**config.mk**
```make
export PLATFORM = sky130hd
export DESIGN_NAME = msrv32_machine_control
export DESIGN_NICKNAME = d
export VERILOG_FILES = /design/src/rtl/msrv32_pkg.sv /design/src/rtl/msrv32_trap_prioritizer.sv /design/src/rtl/msrv32_machine_control.sv
export SDC_FILE = /design/constraint.sdc
export NUM_CORES = 1
export LEC_CHECK = 0
export CORE_AREA = 4 4 51 53
export DETAILED_ROUTE_END_ITERATION = 8
export DIE_AREA = 0 0 55 57
export GPL_TIMING_DRIVEN = 0
export MAX_ROUTING_LAYER = met4
export PLACE_DENSITY_LB_ADDON = 0.05
export SYNTH_ARGS = -nofsm -noshare
export SYNTH_HDL_FRONTEND = slang
export SYNTH_SLANG_ARGS = --single-unit
```
**constraint.sdc**
```tcl
create_clock -name ms_riscv32_mp_clk_in -period 3.3 [get_ports ms_riscv32_mp_clk_in]
set_input_delay 0.825 -clock ms_riscv32_mp_clk_in [delete_from_list [all_inputs] [get_ports ms_riscv32_mp_clk_in]]
set_output_delay 0.825 -clock ms_riscv32_mp_clk_in [all_outputs]
set_load 0.01 [all_outputs]
```
**src/rtl/msrv32_pkg.sv**
```systemverilog
// rtl/msrv32_pkg.sv - shared encodings for the machine-mode trap controller
package msrv32_pkg;

  // FSM state encoding
  localparam logic [1:0] STATE_RESET       = 2'b00;
  localparam logic [1:0] STATE_OPERATING   = 2'b01;
  localparam logic [1:0] STATE_TRAP_TAKEN  = 2'b10;
  localparam logic [1:0] STATE_TRAP_RETURN = 2'b11;

  // Next-PC source selects
  localparam logic [1:0] PC_SRC_BOOT = 2'b00;
  localparam logic [1:0] PC_SRC_NEXT = 2'b01;
  localparam logic [1:0] PC_SRC_EPC  = 2'b10;
  localparam logic [1:0] PC_SRC_TRAP = 2'b11;

  // Exception cause codes
  localparam logic [3:0] CAUSE_INSTR_MISALIGNED = 4'd0;
  localparam logic [3:0] CAUSE_ILLEGAL_INSTR    = 4'd2;
  localparam logic [3:0] CAUSE_BREAKPOINT       = 4'd3;
  localparam logic [3:0] CAUSE_LOAD_MISALIGNED  = 4'd4;
  localparam logic [3:0] CAUSE_STORE_MISALIGNED = 4'd6;
  localparam logic [3:0] CAUSE_ECALL_M          = 4'd11;

  // Interrupt cause codes
  localparam logic [3:0] CAUSE_SOFTWARE_INT = 4'd3;
  localparam logic [3:0] CAUSE_TIMER_INT    = 4'd7;
  localparam logic [3:0] CAUSE_EXTERNAL_INT = 4'd11;

  // SYSTEM instruction fields shared by ecall / ebreak / mret
  localparam logic [4:0] OPCODE_SYSTEM = 5'b11100;
  localparam logic [2:0] FUNCT3_PRIV   = 3'b000;

  localparam logic [6:0] FUNCT7_ECALL  = 7'b0000000;
  localparam logic [6:0] FUNCT7_EBREAK = 7'b0000000;
  localparam logic [6:0] FUNCT7_MRET   = 7'b0011000;

  localparam logic [4:0] RS2_ECALL  = 5'b00000;
  localparam logic [4:0] RS2_EBREAK = 5'b00001;
  localparam logic [4:0] RS2_MRET   = 5'b00010;

  // True when the fields match the common privileged SYSTEM frame
  function automatic logic is_priv_system(input logic [4:0] opcode,
                                          input logic [2:0] funct3,
                                          input logic [4:0] rs1,
                                          input logic [4:0] rd);
    return (opcode == OPCODE_SYSTEM) && (funct3 == FUNCT3_PRIV) &&
           (rs1 == 5'd0) && (rd == 5'd0);
  endfunction

endpackage

```
**src/rtl/msrv32_trap_prioritizer.sv**
```systemverilog
// rtl/msrv32_trap_prioritizer.sv - picks the winning exception or interrupt and its cause
module msrv32_trap_prioritizer
  import msrv32_pkg::*;
(
  input  logic       misaligned_instr,
  input  logic       illegal_instr,
  input  logic       ebreak,
  input  logic       ecall,
  input  logic       misaligned_store,
  input  logic       misaligned_load,
  input  logic       mie,
  input  logic       meie,
  input  logic       mtie,
  input  logic       msie,
  input  logic       meip,
  input  logic       mtip,
  input  logic       msip,
  output logic       exc,
  output logic       irq,
  output logic       i_or_e,
  output logic [3:0] cause
);

  logic ext_int;
  logic sw_int;
  logic tmr_int;

  assign ext_int = meie & meip;
  assign sw_int  = msie & msip;
  assign tmr_int = mtie & mtip;

  // Exceptions always win over interrupts; each group has a fixed internal order
  always_comb begin
    exc    = misaligned_instr | illegal_instr | ebreak | ecall |
             misaligned_store | misaligned_load;
    irq    = mie & (ext_int | sw_int | tmr_int);
    i_or_e = 1'b0;
    cause  = CAUSE_INSTR_MISALIGNED;
    if (exc) begin
      if (misaligned_instr)      cause = CAUSE_INSTR_MISALIGNED;
      else if (illegal_instr)    cause = CAUSE_ILLEGAL_INSTR;
      else if (ebreak)           cause = CAUSE_BREAKPOINT;
      else if (ecall)            cause = CAUSE_ECALL_M;
      else if (misaligned_store) cause = CAUSE_STORE_MISALIGNED;
      else                       cause = CAUSE_LOAD_MISALIGNED;
    end else if (irq) begin
      i_or_e = 1'b1;
      if (ext_int)     cause = CAUSE_EXTERNAL_INT;
      else if (sw_int) cause = CAUSE_SOFTWARE_INT;
      else             cause = CAUSE_TIMER_INT;
    end
  end

endmodule

```
**src/rtl/msrv32_machine_control.sv**
```systemverilog
// rtl/msrv32_machine_control.sv - machine-mode trap entry/return sequencer
module msrv32_machine_control
  import msrv32_pkg::*;
(
  input  logic       ms_riscv32_mp_clk_in,
  input  logic       ms_riscv32_mp_rst_in,
  input  logic       illegal_instr_in,
  input  logic       misaligned_load_in,
  input  logic       misaligned_store_in,
  input  logic       misaligned_instr_in,
  input  logic [4:0] opcode_6_to_2_in,
  input  logic [2:0] funct3_in,
  input  logic [6:0] funct7_in,
  input  logic [4:0] rs1_addr_in,
  input  logic [4:0] rs2_addr_in,
  input  logic [4:0] rd_addr_in,
  input  logic       mie_in,
  input  logic       meie_in,
  input  logic       mtie_in,
  input  logic       msie_in,
  input  logic       meip_in,
  input  logic       mtip_in,
  input  logic       msip_in,
  output logic       trap_taken_out,
  output logic       set_epc_out,
  output logic       set_cause_out,
  output logic       mie_clear_out,
  output logic       mie_set_out,
  output logic       instret_inc_out,
  output logic       flush_out,
  output logic       i_or_e_out,
  output logic [3:0] cause_out,
  output logic [1:0] pc_src_out
);

  logic [1:0] state;
  logic [1:0] next_state;
  logic       priv_sys;
  logic       ecall;
  logic       ebreak;
  logic       mret;
  logic       exc;
  logic       irq;
  logic       trap_i_or_e;
  logic [3:0] trap_cause;
  logic       take_trap;

  assign priv_sys = is_priv_system(opcode_6_to_2_in, funct3_in, rs1_addr_in, rd_addr_in);
  assign ecall    = priv_sys && (funct7_in == FUNCT7_ECALL)  && (rs2_addr_in == RS2_ECALL);
  assign ebreak   = priv_sys && (funct7_in == FUNCT7_EBREAK) && (rs2_addr_in == RS2_EBREAK);
  assign mret     = priv_sys && (funct7_in == FUNCT7_MRET)   && (rs2_addr_in == RS2_MRET);

  msrv32_trap_prioritizer u_prioritizer (
    .misaligned_instr (misaligned_instr_in),
    .illegal_instr    (illegal_instr_in),
    .ebreak           (ebreak),
    .ecall            (ecall),
    .misaligned_store (misaligned_store_in),
    .misaligned_load  (misaligned_load_in),
    .mie              (mie_in),
    .meie             (meie_in),
    .mtie             (mtie_in),
    .msie             (msie_in),
    .meip             (meip_in),
    .mtip             (mtip_in),
    .msip             (msip_in),
    .exc              (exc),
    .irq              (irq),
    .i_or_e           (trap_i_or_e),
    .cause            (trap_cause)
  );

  // Trap requests only matter while executing normally
  assign take_trap = (state == STATE_OPERATING) && (exc || irq);

  // Next-state: trap beats mret, both single-cycle states fall back to OPERATING
  always_comb begin
    next_state = state;
    case (state)
      STATE_RESET:     next_state = STATE_OPERATING;
      STATE_OPERATING: begin
        if (exc || irq) next_state = STATE_TRAP_TAKEN;
        else if (mret)  next_state = STATE_TRAP_RETURN;
      end
      default:         next_state = STATE_OPERATING;
    endcase
  end

  // State register
  always_ff @(posedge ms_riscv32_mp_clk_in or posedge ms_riscv32_mp_rst_in) begin
    if (ms_riscv32_mp_rst_in) state <= STATE_RESET;
    else                      state <= next_state;
  end

  // Cause/type captured on trap entry and held until the next one
  always_ff @(posedge ms_riscv32_mp_clk_in or posedge ms_riscv32_mp_rst_in) begin
    if (ms_riscv32_mp_rst_in) begin
      cause_out  <= 4'd0;
      i_or_e_out <= 1'b0;
    end else if (take_trap) begin
      cause_out  <= trap_cause;
      i_or_e_out <= trap_i_or_e;
    end
  end

  // Strobes decoded from the state register; instret also needs a clean cycle
  always_comb begin
    pc_src_out      = PC_SRC_BOOT;
    trap_taken_out  = 1'b0;
    set_epc_out     = 1'b0;
    set_cause_out   = 1'b0;
    mie_clear_out   = 1'b0;
    mie_set_out     = 1'b0;
    instret_inc_out = 1'b0;
    flush_out       = 1'b0;
    case (state)
      STATE_RESET: begin
        pc_src_out = PC_SRC_BOOT;
        flush_out  = 1'b1;
      end
      STATE_OPERATING: begin
        pc_src_out      = PC_SRC_NEXT;
        instret_inc_out = !(exc || irq || mret);
      end
      STATE_TRAP_TAKEN: begin
        pc_src_out     = PC_SRC_TRAP;
        trap_taken_out = 1'b1;
        set_epc_out    = 1'b1;
        set_cause_out  = 1'b1;
        mie_clear_out  = 1'b1;
        flush_out      = 1'b1;
      end
      STATE_TRAP_RETURN: begin
        pc_src_out  = PC_SRC_EPC;
        mie_set_out = 1'b1;
        flush_out   = 1'b1;
      end
      default: begin
        pc_src_out = PC_SRC_BOOT;
      end
    endcase
  end

endmodule

```
---- After elaboration in Yosys (flattened, before gate mapping) ----
Cells that the tools add are included.
storage, ports and cells
  flip-flop bits (word level) ............. 7
  input bits .............................. 43
  output and inout port bits .............. 14
  word-level logic and storage cells ...... 60
operators by class
  equality and inequality tests ........... 8
  multiplexer cells ....................... 19
  bitwise gates (word level) .............. 11
  reductions and logical operators ........ 19
operators with widths
  kind                                                                     count
  4-bit two-way mux                                                        7
  5-bit zero test                                                          3
  1-bit logical AND                                                        9
  2-bit two-way mux                                                        4
  2-bit case mux with 4 select lines                                       1
  7-bit by 5-bit == test with 1-bit output, second input constant          1
  7-bit zero test                                                          1
  1-bit OR                                                                 7
  1-bit two-way mux                                                        6
  5-bit by 1-bit == test with 1-bit output, second input constant          1
  5-bit by 2-bit == test with 1-bit output, second input constant          1
  5-bit == test, second input constant                                     1
  1-bit AND                                                                4
  2-bit == test, second input constant                                     2
  3-bit zero test                                                          1
  3-bit two-way mux                                                        1
  3-bit by 2-bit inequality test with 1-bit output, second input constant  1
  3-bit OR reduction                                                       1
  2-bit by 1-bit == test with 1-bit output, second input constant          1
  2-bit zero test                                                          1
  1-bit logical OR                                                         2
  1-bit zero test                                                          1

---- Logic depth before layout (Yosys ltp) ----
  depth in word-level cells ............... 14
  depth in mapped cells ................... 6
  depth with buffers taken out ............ 5

---- Hierarchy ----
A second synthesis with hierarchy kept.
unflattened totals
  cell total of the unflattened synthesis .. 66
  area, all modules ....................... 609.3 sq um
by module, submodules not included
  module                   times used  cells an instance  area an instance (sq um)  sequential area each (sq um)
  msrv32_machine_control   1           49                 486.7                     175.2
  msrv32_trap_prioritizer  1           17                 122.6                     0.0

---- Worst setup path after synthesis ----
Ideal clock, no wire load.
  path kind ............................... input port to output port
  from .................................... input rd_addr_in[0]
  to ...................................... output instret_inc_out
  arrival ................................. 2.092 ns
  data required time ...................... 2.475 ns
  setup slack ............................. 0.383 ns
  cell stages on the path ................. 4
  path buffers ............................ 0
  cells stage by stage .................... or4_4 > or3_2 > a21oi_1 > nor3_1
on the way
  cells in the longest elaborated chain, start to end .. 12
  elaborated cells on any way between the ends .. 15
  those cells by class .................... mux: 1; bitwise: 4; reduce/logical: 10
ends and longest elaborated chain
  what                    RTL line                                                    text
  start, declared         msrv32_machine_control.sv:16                                input logic [4:0] rd_addr_in,
  5-bit zero test *       msrv32_pkg.sv:47                                            (rs1 == 5'd0) && (rd == 5'd0);
  1-bit logical AND *     msrv32_pkg.sv:47
  1-bit logical AND       msrv32_machine_control.sv:49, msrv32_machine_control.sv:50
  1-bit logical AND       msrv32_machine_control.sv:50                                assign ebreak = priv_sys && (funct7_in == FUNCT7_EBREAK) && (rs2_addr_in == RS2_EBREAK);
  1-bit OR (3 in series)  msrv32_trap_prioritizer.sv:34                               exc = misaligned_instr | illegal_instr | ebreak | ecall |
  1-bit OR                msrv32_trap_prioritizer.sv:35                               misaligned_store | misaligned_load;
  1-bit logical OR        msrv32_machine_control.sv:123                               instret_inc_out = !(exc || irq || mret);
  1-bit logical OR *      msrv32_machine_control.sv:123
  1-bit zero test *       msrv32_machine_control.sv:123
  1-bit two-way mux *     msrv32_machine_control.sv:116                               case (state)
  end, declared           msrv32_machine_control.sv:29                                output logic instret_inc_out,
Mark *: on every way between the ends. The rest lies on a longest branch, timed or not.

---- Final worst setup path ----
Same ends and word-level chain as after synthesis.

==> impl_metrics.json <==
{
  "powerDensity_nw_per_um2": 191,
  "synthesis.area_sq_um": 594,
  "cts_root_buf": "clkbuf_4",
  "io_buffer_count": 56,
  "num_rows": 17,
  "grt_pass1_vias": 764,
  "dr.pass1.iters": 4,
  "core_sq_um": 2150,
  "cts-htree-levels": 1,
  "cp_cell_sequence": "clkdlybuf4s50_1 > or4_4 > or3_4 > a21oi_4 > nor3_2 > buf_2",
  "grt_usage_pct": 12.7,
  "path_buf_inv": 2,
  "grt_pass1_wl_um": 2900,
  "remaining_drc_errors": 0,
  "setup_viol": 0,
  "critPathTopFamily": "simple AND/OR/NAND/NOR gates",
  "die_area_sq_um": 3140,
  "clock_latency_ns": 0.25,
  "placed_area_sq_um": 1190,
  "fmax_ghz": 0.309,
  "vias": 759,
  "yosys_warnings": 0,
  "wl_per_cell_um": 12.1,
  "leakage_nw": 0.548,
  "crit_slowest_cell": "or4_4",
  "min_path_type": "flip-flop to flip-flop",
  "critPathArrivalTime_ns": 2.41,
  "yosysTopAreaCell": "dfrtp_1",
  "ant_nets": 0,
  "max_stage_delay_ns": 0.44,
  "fin_skew_ns": 0.00336,
  "setup_slack_ns": 0.0661,
  "start_util_pct": 27.7,
  "cts_made_buffers": 3,
  "synth_cells": 69,
  "fin_crit_ns": 3.23,
  "drive_gt1_share_pct": 15.9,
  "cp-start-kind": "input port",
  "holdBufCountCts": 0,
  "hold_viol": 0,
  "finalCritPeriodShare_pct": 98.0,
  "dp_hpwl_um": 1750,
  "synth_seq_cells": 7,
  "place_ws_ns": -0.606,
  "seq_area_frac_synth_pct": 29.5,
  "die_x_um": 55,
  "drv_cap": 0,
  "stdcell_area_sq_um": 1250,
  "final_common_cell": "clkdlybuf4s50_1",
  "first_iter_violations": 8,
  "synthToLayoutAreaGrowth_pct": 111,
  "cts_tree": "built",
  "synth_fp_nets": 117,
  "grt_max_degree": 11,
  "io_pins": 57,
  "rsz0062_at_grt": "no",
  "diodes": 0,
  "final_cell_mix": "clkdlybuf4s50_1, dlygate4sd2_1, nor2_1",
  "tightest_slew_ns": 0.429,
  "syn-mean-instance-area_sq_um": 8.61,
  "status": "complete, no violations",
  "synth_top_area_share_pct": 29.5,
  "p_total_mw": 0.240,
  "ys_types": 30,
  "grt-ovfl-total": 0,
  "place.gp.congestion": 0.743,
  "fin_nets": 181,
  "worstSetupPathType": "input port to output pin",
  "vias_per_cell": 4.74,
  "wirelength_um": 1940,
  "crit_fanout": 2,
  "vdd_drop_max_mv": 0.158,
  "setup.worst_path.end_class": "output pin",
  "clk_path_buf_depth": 2,
  "clk_pin_slew_ns": 0.05,
  "slew_violations": 0,
  "synth_area_leaders": "dfrtp_1, ha_1, nor2_1",
  "cts.sinks": 7,
  "antenna_found_initial": 0,
  "cp.required_ns": 2.47,
  "die_height_um": 57,
  "utilization_pct": 58.4,
  "nFillCells": 212,
  "slew_headroom_pct": 71.2
}
[registers in the layout, summed over array words and instances, names as in the netlist]
signal and cells:
i_or_e_out 1, state 2, cause_out 4
[cell usage after synthesis, drive strengths merged]
library cell / count
inv: 7
nand2: 4
a21oi: 3
buf: 3
or3: 2
a21boi: 1
nand4b: 1
nor4b: 1
nor4: 5
a21o: 1
a211oi: 1
nand2b: 1
o21ai: 4
nor4bb: 1
nor3: 1
o21bai: 1
nand4: 3
dfrtp: 7
a22oi: 3
or4: 1
clkbuf: 1
nor2: 8
nor3b: 1
o31a: 2
ha: 5
a221o: 1
[area by class of cell]
type | count | area [sq um] | area share [%]
clock buffers | 4 | 26.3 | 2.10
flip-flops and latches | 7 | 175 | 14.0
multi-input cells | 51 | 398 | 31.7
inverters | 7 | 26.3 | 2.10
repair buffers | 59 | 566 | 45.1
well taps | 28 | 35.0 | 2.79
plain buffers | 4 | 27.5 | 2.20
[worst register-to-register path: stages (launching register included)]
cell and delay, ns:
dfrtp_1 0.41, inv_1 0.11, ha_1 0.15, clkbuf_2 0.22, o21ai_2 0.12, a221o_1 0.35
[path summary, 6_finish.rpt]
path / start / to / slack (ns) / depth (start not counted)
min in group asynchronous: ms_riscv32_mp_rst_in / cause_out[3] / 0.80 / 2
max in group asynchronous: ms_riscv32_mp_rst_in / state[1] / 2.30 / 2
worst min-delay path: cause_out[2] / cause_out[2] / 0.49 / 1
worst min register to register: cause_out[2] / cause_out[2] / 0.49 / 1
worst max register to register: state[1] / cause_out[3] / 1.83 / 5
worst max-delay path: rd_addr_in[0] / instret_inc_out / 0.07 / 6
[layer usage]
layer | wire [um] | up-vias | track usage (%)
li1 | - | 376 | -
met2 | 1030 | 42 | 23.3
met1 | 747 | 339 | 13.3
met5 | 0 | - | -
met4 | 17 | 0 | 4.17
met3 | 138 | 2 | 1.57
[where the power goes]
group / total (mW) / switching (mW) / leakage (nW) / internal (mW)
clock: 0.0751 / 0.0292 / 0.0150 / 0.0460
combinational: 0.0751 / 0.0222 / 0.442 / 0.0529
sequential: 0.0899 / 0.00139 / 0.0907 / 0.0885
[what timing repair did]
action | in CTS | in global routing
setup endpoints to repair | 1 | 1
resized for setup | 20 | 0
setup buffers | 2 | 1
cloned | 0 | 0
pin swaps | 7 | 1
[stage by stage]
step           std cells  hold slack [ns]  TNS, ns
2_1_floorplan         69            0.526        0
3_3_place_gp         153            0.469   -0.594
3_5_place_dp         153            0.490   -0.606
4_1_cts              159            0.499        0
5_1_grt              160            0.502        0
6_report             160            0.492        0
[cell families (layout without fill, tap and decap cells)]
group / count (synthesis) / count (layout) / share of synthesized area [%]
and+or+nand+nor: 29 / 29 / 30.5
AOI/OAI and AO/OA: 17 / 17 / 20.4
buffers and inverters: 11 / 74 / 9.05
DFF: 7 / 7 / 29.5
adders and majority gates: 5 / 5 / 10.5
Note: power is estimated with default switching activity, not from simulation.
